## config.mk

```make
export PLATFORM = sky130hd
export DESIGN_NAME = logic_op_pipe
export DESIGN_NICKNAME = d
export VERILOG_FILES = /design/src/rtl/logic_op_pipe.sv
export SDC_FILE = /design/constraint.sdc
export NUM_CORES = 1
export LEC_CHECK = 0
export ABC_CLOCK_PERIOD_IN_PS = 1700
export CAP_MARGIN = 20
export CORE_ASPECT_RATIO = 0.5
export CORE_MARGIN = 10
export CORE_UTILIZATION = 45
export CTS_BUF_LIST = sky130_fd_sc_hd__clkbuf_8 sky130_fd_sc_hd__clkbuf_16
export CTS_CLUSTER_SIZE = 24
export DETAILED_ROUTE_END_ITERATION = 7
export PLACE_DENSITY_LB_ADDON = 0.2
export SYNTH_ARGS = -nofsm -noshare
export SYNTH_HDL_FRONTEND = slang
export SYNTH_SLANG_ARGS = --single-unit
```

## constraint.sdc

```tcl
create_clock -name clk -period 1.7 [get_ports clk]
set_clock_uncertainty 0.05 [all_clocks]
set_input_delay 0.17 -clock clk [delete_from_list [all_inputs] [get_ports clk]]
set_output_delay 0.17 -clock clk [all_outputs]
set_load 0.05 [all_outputs]
```

## src/rtl/logic_op_pipe.sv

```systemverilog
// logic_op_pipe
//   Applies a bitwise logic operation (AND/OR/XOR/NAND) to two operands and
//   carries the result through a ready/valid pipeline of STAGES registers.
//   It also counts completed output handshakes in a saturating counter.
//
// Parameters
//   WIDTH   operand / result width in bits (1..64)
//   STAGES  number of register stages from input to output (1..4)
//   CNT_W   width of the completed-transfer counter (1..32)
//
// Ports
//   clk        clock; all state updates on the rising edge
//   rst        synchronous, active-high reset
//   in_valid   input transaction present
//   in_ready   block accepts the input transaction this cycle (combinational)
//   in_a       operand A
//   in_b       operand B
//   in_op      operation select: 00 AND, 01 OR, 10 XOR, 11 NAND
//   out_valid  result present at the output
//   out_ready  downstream accepts the result
//   out_c      result
//   out_zero   out_c is all zeros (qualified by out_valid)
//   cnt_clr    synchronous clear of xfer_cnt
//   xfer_cnt   saturating count of completed output handshakes
module logic_op_pipe #(
  parameter int WIDTH  = 8,
  parameter int STAGES = 2,
  parameter int CNT_W  = 16
) (
  input  logic             clk,
  input  logic             rst,
  input  logic             in_valid,
  output logic             in_ready,
  input  logic [WIDTH-1:0] in_a,
  input  logic [WIDTH-1:0] in_b,
  input  logic [1:0]       in_op,
  output logic             out_valid,
  input  logic             out_ready,
  output logic [WIDTH-1:0] out_c,
  output logic             out_zero,
  input  logic             cnt_clr,
  output logic [CNT_W-1:0] xfer_cnt
);

  localparam logic [CNT_W-1:0] CNT_MAX = {CNT_W{1'b1}};

  // Bitwise operation selected by op.
  function automatic logic [WIDTH-1:0] logic_op(input logic [1:0]       op,
                                                input logic [WIDTH-1:0] a,
                                                input logic [WIDTH-1:0] b);
    logic [WIDTH-1:0] res;
    case (op)
      2'b00:   res = a & b;
      2'b01:   res = a | b;
      2'b10:   res = a ^ b;
      2'b11:   res = ~(a & b);
      default: res = {WIDTH{1'b0}};
    endcase
    return res;
  endfunction

  // True when every bit of the value is zero.
  function automatic logic zero_detect(input logic [WIDTH-1:0] v);
    return (v == {WIDTH{1'b0}});
  endfunction

  logic [STAGES-1:0] valid_r;
  logic [STAGES-1:0] zero_r;
  logic [WIDTH-1:0]  data_r [STAGES];
  logic [STAGES-1:0] load_s;
  logic [WIDTH-1:0]  op_res_s;
  logic              accept_s;
  logic              out_hs_s;

  // Stage load enables. A stage loads when it is empty or moves on; unrolled,
  // stage k loads if the output is taken or any stage from k onward is empty,
  // which avoids a combinational chain through load_s itself.
  always_comb begin
    logic acc_s;
    load_s = {STAGES{1'b0}};
    for (int k = 0; k < STAGES; k++) begin
      acc_s = out_ready;
      for (int j = k; j < STAGES; j++) begin
        acc_s = acc_s | ~valid_r[j];
      end
      load_s[k] = acc_s;
    end
  end

  assign op_res_s = logic_op(in_op, in_a, in_b);
  assign in_ready = load_s[0] & ~rst;
  assign accept_s = in_valid & in_ready;
  assign out_hs_s = valid_r[STAGES-1] & out_ready;

  genvar g;
  generate
    for (g = 0; g < STAGES; g++) begin : g_stage
      if (g == 0) begin : g_first
        // Stage 0 register: loads the freshly computed result on acceptance.
        always_ff @(posedge clk) begin
          if (rst) begin
            valid_r[0] <= 1'b0;
            data_r[0]  <= {WIDTH{1'b0}};
            zero_r[0]  <= 1'b0;
          end else if (load_s[0]) begin
            valid_r[0] <= in_valid;
            if (in_valid) begin
              data_r[0] <= op_res_s;
              zero_r[0] <= zero_detect(op_res_s);
            end else begin
              data_r[0] <= data_r[0];
              zero_r[0] <= zero_r[0];
            end
          end else begin
            valid_r[0] <= valid_r[0];
            data_r[0]  <= data_r[0];
            zero_r[0]  <= zero_r[0];
          end
        end
      end else begin : g_next
        // Stage g register: takes over the previous stage's contents when loading.
        always_ff @(posedge clk) begin
          if (rst) begin
            valid_r[g] <= 1'b0;
            data_r[g]  <= {WIDTH{1'b0}};
            zero_r[g]  <= 1'b0;
          end else if (load_s[g]) begin
            valid_r[g] <= valid_r[g-1];
            if (valid_r[g-1]) begin
              data_r[g] <= data_r[g-1];
              zero_r[g] <= zero_r[g-1];
            end else begin
              data_r[g] <= data_r[g];
              zero_r[g] <= zero_r[g];
            end
          end else begin
            valid_r[g] <= valid_r[g];
            data_r[g]  <= data_r[g];
            zero_r[g]  <= zero_r[g];
          end
        end
      end
    end
  endgenerate

  // Completed-transfer counter; clear wins over increment, saturates at max.
  always_ff @(posedge clk) begin
    if (rst) begin
      xfer_cnt <= {CNT_W{1'b0}};
    end else if (cnt_clr) begin
      xfer_cnt <= {CNT_W{1'b0}};
    end else if (out_hs_s && (xfer_cnt != CNT_MAX)) begin
      xfer_cnt <= xfer_cnt + {{(CNT_W-1){1'b0}}, 1'b1};
    end else begin
      xfer_cnt <= xfer_cnt;
    end
  end

  assign out_valid = valid_r[STAGES-1];
  assign out_c     = data_r[STAGES-1];
  assign out_zero  = zero_r[STAGES-1];

endmodule

```

==> results of run 1 <==
==> cells by family after synthesis <==
logic type,after synthesis,share of synthesized area (%)
buffers and inverters,29,5.28
AO/OA/AOI/OAI,33,9.92
AND/OR/NAND/NOR,72,21.4
flip-flops,36,41.3
adder cells (fa/ha/maj),17,9.98
multiplexers,25,12.1
==> area by class of cell <==
class | instances | area share, %
Sequential cell | 36 | 30.4
Clock buffer | 5 | 2.31
Timing Repair Buffer | 73 | 21.5
Tap cell | 66 | 2.77
Clock inverter | 3 | 1.43
Multi-Input combinational cell | 147 | 38.9
Inverter | 21 | 2.64
==> power by group <==
| part | switching, mW | internal, mW | leakage, nW | total (mW) |
|---|---|---|---|---|
| combinational | 0.182 | 0.165 | 0.909 | 0.346 |
| sequential | 0.0101 | 0.940 | 0.343 | 0.950 |
| clock | 0.313 | 0.434 | 0.0541 | 0.747 |
| total | 0.505 | 1.54 | 1.31 | 2.04 |
==> what timing repair did <==
item	CTS	global route
resized for setup	0	3
hold endpoints to repair	0	0
endpoints found under the setup margin	0	5
==> sequential cells by signal, indices dropped and copies added (netlist names) <==
signal / cells
data_r: 16
xfer_cnt: 16
out_valid: 1
out_zero: 1
valid_r: 1
zero_r: 1
==> worst max-delay path, cell delays in order (launching register included) <==
cell and delay, ps:
dfxtp_2 410, and4_4 270, nand3_4 110, or4_1 530
a21oi_1 150
==> layer usage <==
metal / wire length, um / up-vias / global-route usage (%)
met2: 2370 / 36 / 22.2
met5: 0 / - / 0
li1: - / 913 / -
met1: 2060 / 836 / 11.5
met4: 72 / 0 / 5.42
met3: 184 / 7 / 2.91
==> synthesized netlist by cell type <==
| master | n |
|---|---|
| inv_1 | 21 |
| dfxtp_1 | 20 |
| mux2i_1 | 19 |
| ha_1 | 17 |
| nor2b_1 | 17 |
| edfxtp_1 | 16 |
| a21oi_1 | 11 |
| nand2_1 | 11 |
| nor2_1 | 7 |
| mux2_2 | 6 |
| nor3_1 | 6 |
| o21ai_0 | 5 |
| a211oi_1 | 4 |
| clkbuf_1 | 4 |
| nand3_1 | 4 |
| o31ai_1 | 4 |
| or4_1 | 4 |
| and3_1 | 3 |
| nor4_1 | 3 |
| or3_1 | 3 |
| a31oi_1 | 2 |
| and4_1 | 2 |
| buf_2 | 2 |
| nand3b_1 | 2 |
| nand4_1 | 2 |
| o21a_1 | 2 |
| a32o_1 | 1 |
| and4_4 | 1 |
| buf_1 | 1 |
| clkbuf_2 | 1 |
| nand2b_1 | 1 |
| nand3_4 | 1 |
| nand4_4 | 1 |
| nor4_4 | 1 |
| nor4bb_1 | 1 |
| o211ai_1 | 1 |
| o22a_1 | 1 |
| o311ai_0 | 1 |
| o41ai_1 | 1 |
| or2_2 | 1 |
| or3_2 | 1 |
==> worst paths after layout <==
kind / startpoint / end / slack, ps
worst min-delay path: zero_r[0] / zero_r[0] / 420
worst max register to register: xfer_cnt[6] / xfer_cnt[13] / 120
worst max-delay path: xfer_cnt[6] / xfer_cnt[13] / 120
worst min register to register: zero_r[0] / zero_r[0] / 420
==> placed cells by master (no fill, tap or decap), types with 4 or more instances in the layout <==
master,netlist,final
a211oi_1,4,4
a21oi_1,11,11
buf_4,0,48
clkbuf_8,0,5
clkdlybuf4s50_1,0,22
dfxtp_2,0,15
edfxtp_1,16,16
ha_1,17,16
inv_1,21,21
mux2_2,6,6
mux2i_1,19,19
nand2_1,11,10
nor2_1,7,7
nor2b_1,17,17
nor3_1,6,6
o21ai_0,5,5
o31ai_1,4,4
or4_1,4,4
==> results_dict.tcl, run 1 <==
set metrics [dict create \
    status "completed" \
    drcViolationCount 0 \
    synth_area_sq_um 2130 \
    p_total_mw 2.04 \
    nets 324 \
    placed_area_sq_um 2860 \
    arrival_ps 1750 \
    vias_per_cell 5.11 \
    rsz0062_at_grt "no" \
    critical_path_class "reg -> reg" \
    fmax_mhz 633 \
    port_buffers 49 \
    cts_buffers 5 \
    antenna_found_initial 0 \
    endpoint_kind "flip-flop" \
    postCtsSetupRepairBufs 0 \
    hp-class "reg -> reg" \
    grtUsageTotal_pct 11.3 \
    drt_iter0_drc 70 \
    tightest_slew_ps 419 \
    ant_nets 0 \
    rows 17 \
    synthCells 212 \
    hold_slack_ps 425 \
    hpwlAfterDp_um 3770 \
    cts_hold_buf 0 \
    drt-wirelength-per-cell_um 13.4 \
    grt_max_degree 13 \
    wirelength_um 4690 \
    netlist_top_cells_area "edfxtp_1 (23%), dfxtp_1 (19%), ha_1 (10%)" \
    place_congestion 0.794 \
    cts_tree "done" \
    fin_cells 351 \
    synth_nets 252 \
    drv_cap 0 \
    design_area_sq_um 2980 \
    hold_violations 0 \
    cts_buffer_depth 2 \
    max_slew_margin_pct 71.7 \
    root_buffer "clkbuf_8" \
    clk_pin_slew_ps 80 \
    grt-ovfl-total 0 \
    die_area_sq_um 8060 \
    start_util_pct 47.5 \
    cts.htree.levels 2 \
    synth_top_area_share_pct 22.5 \
    register_area_sq_um 907 \
    synthToLayoutAreaGrowth_pct 39.8 \
    synth.distinct_cells 41 \
    ir_worst_vdd_mv 0.328 \
    min_period_ps 1580 \
    drv_slew 0 \
    setup_slack_ps 121 \
    core-area_sq_um 4490 \
    placedCellCount 343 \
    worstHoldPathCells 1 \
    cts.sinks 36 \
    timing.final.crit_share_pct 92.9 \
    antenna_cells 0 \
    die_w_um 117 \
    grt_pass1_vias 1755 \
    vias 1792 \
    ys_ff_latch 36 \
    cp_max_fo 7 \
    setup_violations 0 \
    first_pass_iters 4 \
    reg2regPathDepth 4 \
    power_density_nw_per_um2 686 \
    place_ws_ps -169 \
    fillers 379 \
    grt_pass1_wl_um 7650 \
    clock_latency_ps 290 \
    crit_required_ps 1870 \
    ios 50 \
    p_leak_nw 1.31 \
    setup-tns-final_ps 0 \
    yosys_warnings 0 \
    fp.dieH_um 68.7 \
    yosysTopAreaCell "edfxtp_1" \
    yosysSeqAreaShare_pct 41.3 \
    avgSynthCellArea_sq_um 10.1 \
    drive_above_1_share_pct 32.6 \
    start_kind "flip-flop" \
    fin_util_pct 66.4 \
    multiInputGateArea_sq_um 1160 \
]
Note: power is estimated with default switching activity, not from simulation.
==> run 2: changes to the inputs <==
--- a/config.mk
+++ b/config.mk
@@ -5,11 +5,11 @@
 export SDC_FILE = /design/constraint.sdc
 export NUM_CORES = 1
 export LEC_CHECK = 0
-export ABC_CLOCK_PERIOD_IN_PS = 1700
+export ABC_CLOCK_PERIOD_IN_PS = 1900
 export CAP_MARGIN = 20
 export CORE_ASPECT_RATIO = 0.5
 export CORE_MARGIN = 10
-export CORE_UTILIZATION = 45
+export CORE_UTILIZATION = 54
 export CTS_BUF_LIST = sky130_fd_sc_hd__clkbuf_8 sky130_fd_sc_hd__clkbuf_16
 export CTS_CLUSTER_SIZE = 24
 export DETAILED_ROUTE_END_ITERATION = 7
==> constraint.sdc (replaced) <==
create_clock -name clk -period 1.9 [get_ports clk]
set_clock_uncertainty 0.05 [all_clocks]
set_input_delay 0.19 -clock clk [delete_from_list [all_inputs] [get_ports clk]]
set_output_delay 0.19 -clock clk [all_outputs]
set_load 0.05 [all_outputs]
==> run 2 against run 1 <==
  * Die area down 13%
  * Routed wire length down 4.7%
  * Worst hold slack better by 17 ps
  * Design area down 3.9%
  * Power down 12%
  * First-iteration DRC count down 8.6%
  * Combinational power down 13%
  * Sequential cell count unchanged
  * Cell count down 7.4%
  * Clock-buffer cell count unchanged
  * Via count down 3.2%
==> results_dict.tcl, run 2 (synthesized netlist as in run 1, its figures left out) <==
set metrics [dict create \
    antenna_found_initial 0 \
    grt_pass1_wl_um 7510 \
    grt_max_degree 19 \
    synthToLayoutAreaGrowth_pct 34.4 \
    min_period_ps 1820 \
    register_area_sq_um 890 \
    crit_buf_inv 1 \
    hold_violations 0 \
    clock_latency_ps 290 \
    grt-ovfl-total 0 \
    fin_util_pct 74.5 \
    cp_max_fo 8 \
    first_pass_iters 4 \
    ir_worst_vdd_mv 0.302 \
    antenna_cells 0 \
    drive_above_1_share_pct 14.4 \
    core-area_sq_um 3840 \
    layout_commonest_cell "clkdlybuf4s50_1" \
    start_util_pct 55.5 \
    cts_hold_buf 0 \
    timing.final.crit_share_pct 95.9 \
    cts.htree.levels 2 \
    grt_pass1_vias 1709 \
    p_leak_nw 1.19 \
    drv_slew 0 \
    vias 1734 \
    reg_top3 "data_r x16, xfer_cnt x16" \
    arrival_ps 1580 \
    die_area_sq_um 7010 \
    max_slew_margin_pct 65.2 \
    tightest_slew_ps 521 \
    p_total_mw 1.81 \
    nets 310 \
    start_kind "flip-flop" \
    vias_per_cell 5.34 \
    port_buffers 49 \
    grtUsageTotal_pct 12.8 \
    cp_cell_sequence "clkdlybuf4s50_1" \
    power_density_nw_per_um2 631 \
    die_w_um 109 \
    reg2reg_slack_ps 170 \
    cts_buffer_depth 2 \
    critical_path_class "reg -> out" \
    status "completed" \
    cp_slowest_cell "clkdlybuf4s50_1" \
    hpwlAfterDp_um 3630 \
    ios 50 \
    hp-class "reg -> reg" \
    final_cell_mix "clkdlybuf4s50_1 (46), inv_1 (22), mux2i_1 (19), nor2b_1 (17), ha_1 (17)" \
    fp.dieH_um 64.4 \
    drv_cap 0 \
    fmax_mhz 549 \
    rsz0062_at_grt "no" \
    cts_buffers 5 \
    wirelength_um 4470 \
    max_stage_delay_ps 850 \
    postCtsSetupRepairBufs 0 \
    rows 16 \
    root_buffer "clkbuf_8" \
    cts_resized 0 \
    clk_pin_slew_ps 70 \
    drt_iter0_drc 64 \
    cts.sinks 36 \
    cts_tree "done" \
    place_congestion 0.765 \
    drcViolationCount 0 \
    fillers 287 \
    crit_family "buffers and inverters" \
    setup_violations 0 \
    crit_required_ps 1660 \
    multiInputGateArea_sq_um 1140 \
    ant_nets 0 \
    drt-wirelength-per-cell_um 13.7 \
    endpoint_kind "output pin" \
]
run 2: changes by cell type in the layout (fill, tap and decap cells not counted), moves of 2 or more:
cell / before / now
and3_2: 2 / 0
clkdlybuf4s50_1: 22 / 46
dfxtp_4: 2 / 0
dfxtp_1: 3 / 13
buf_4: 48 / 11
and3_1: 1 / 3
dfxtp_2: 15 / 7
run 2: power breakdown:
group          leakage [nW]  internal, mW  switching, mW  total, mW
clock network        0.0593         0.384          0.269      0.653
logic                 0.797         0.141          0.159      0.300
registers             0.337         0.844        0.00928      0.854
total                  1.19          1.37          0.438       1.81
run 2: area by class of cell:
type                    count  share of cell area, %
clock buffers               5                   2.40
flip-flops and latches     36                   31.0
inverters                  21                   2.75
repair buffers             59                   20.3
well taps                  54                   2.36
multi-input cells         147                   39.7
clock inverters             3                   1.35
run 2: final timing paths:
check / from / end / depth (start not counted)
setup / recovery: xfer_cnt[11] / xfer_cnt[11] / 1
hold / removal: xfer_cnt[0] / xfer_cnt[0] / 2
setup reg to reg: xfer_cnt[2] / xfer_cnt[8] / 4
hold reg to reg: xfer_cnt[0] / xfer_cnt[0] / 2
run 2: metal layers:
layer  global-route usage (%)  vias to the layer above  share of wire, %
met5                        0                        -                 0
met1                     13.5                      820                41
met2                     24.6                       30                54
li1                         -                      881                 -
met4                     3.92                        0              0.76
met3                     3.16                        3               4.1
run 2: per-stage QoR:
stage / setup TNS, ps / std cells / hold WS (ps) / setup WS, ps / cell area [sq um]
4_1_cts: 0 / 325 / 442 / 64.2 / 2870
3_5_place_dp: 0 / 317 / 431 / 1.75 / 2760
3_3_place_gp: 0 / 317 / 413 / 39.6 / 2760
5_1_grt: 0 / 325 / 456 / 31.5 / 2870
2_1_floorplan: -3.95 / 212 / 269 / -3.95 / 2140
6_report: 0 / 325 / 442 / 77.9 / 2870
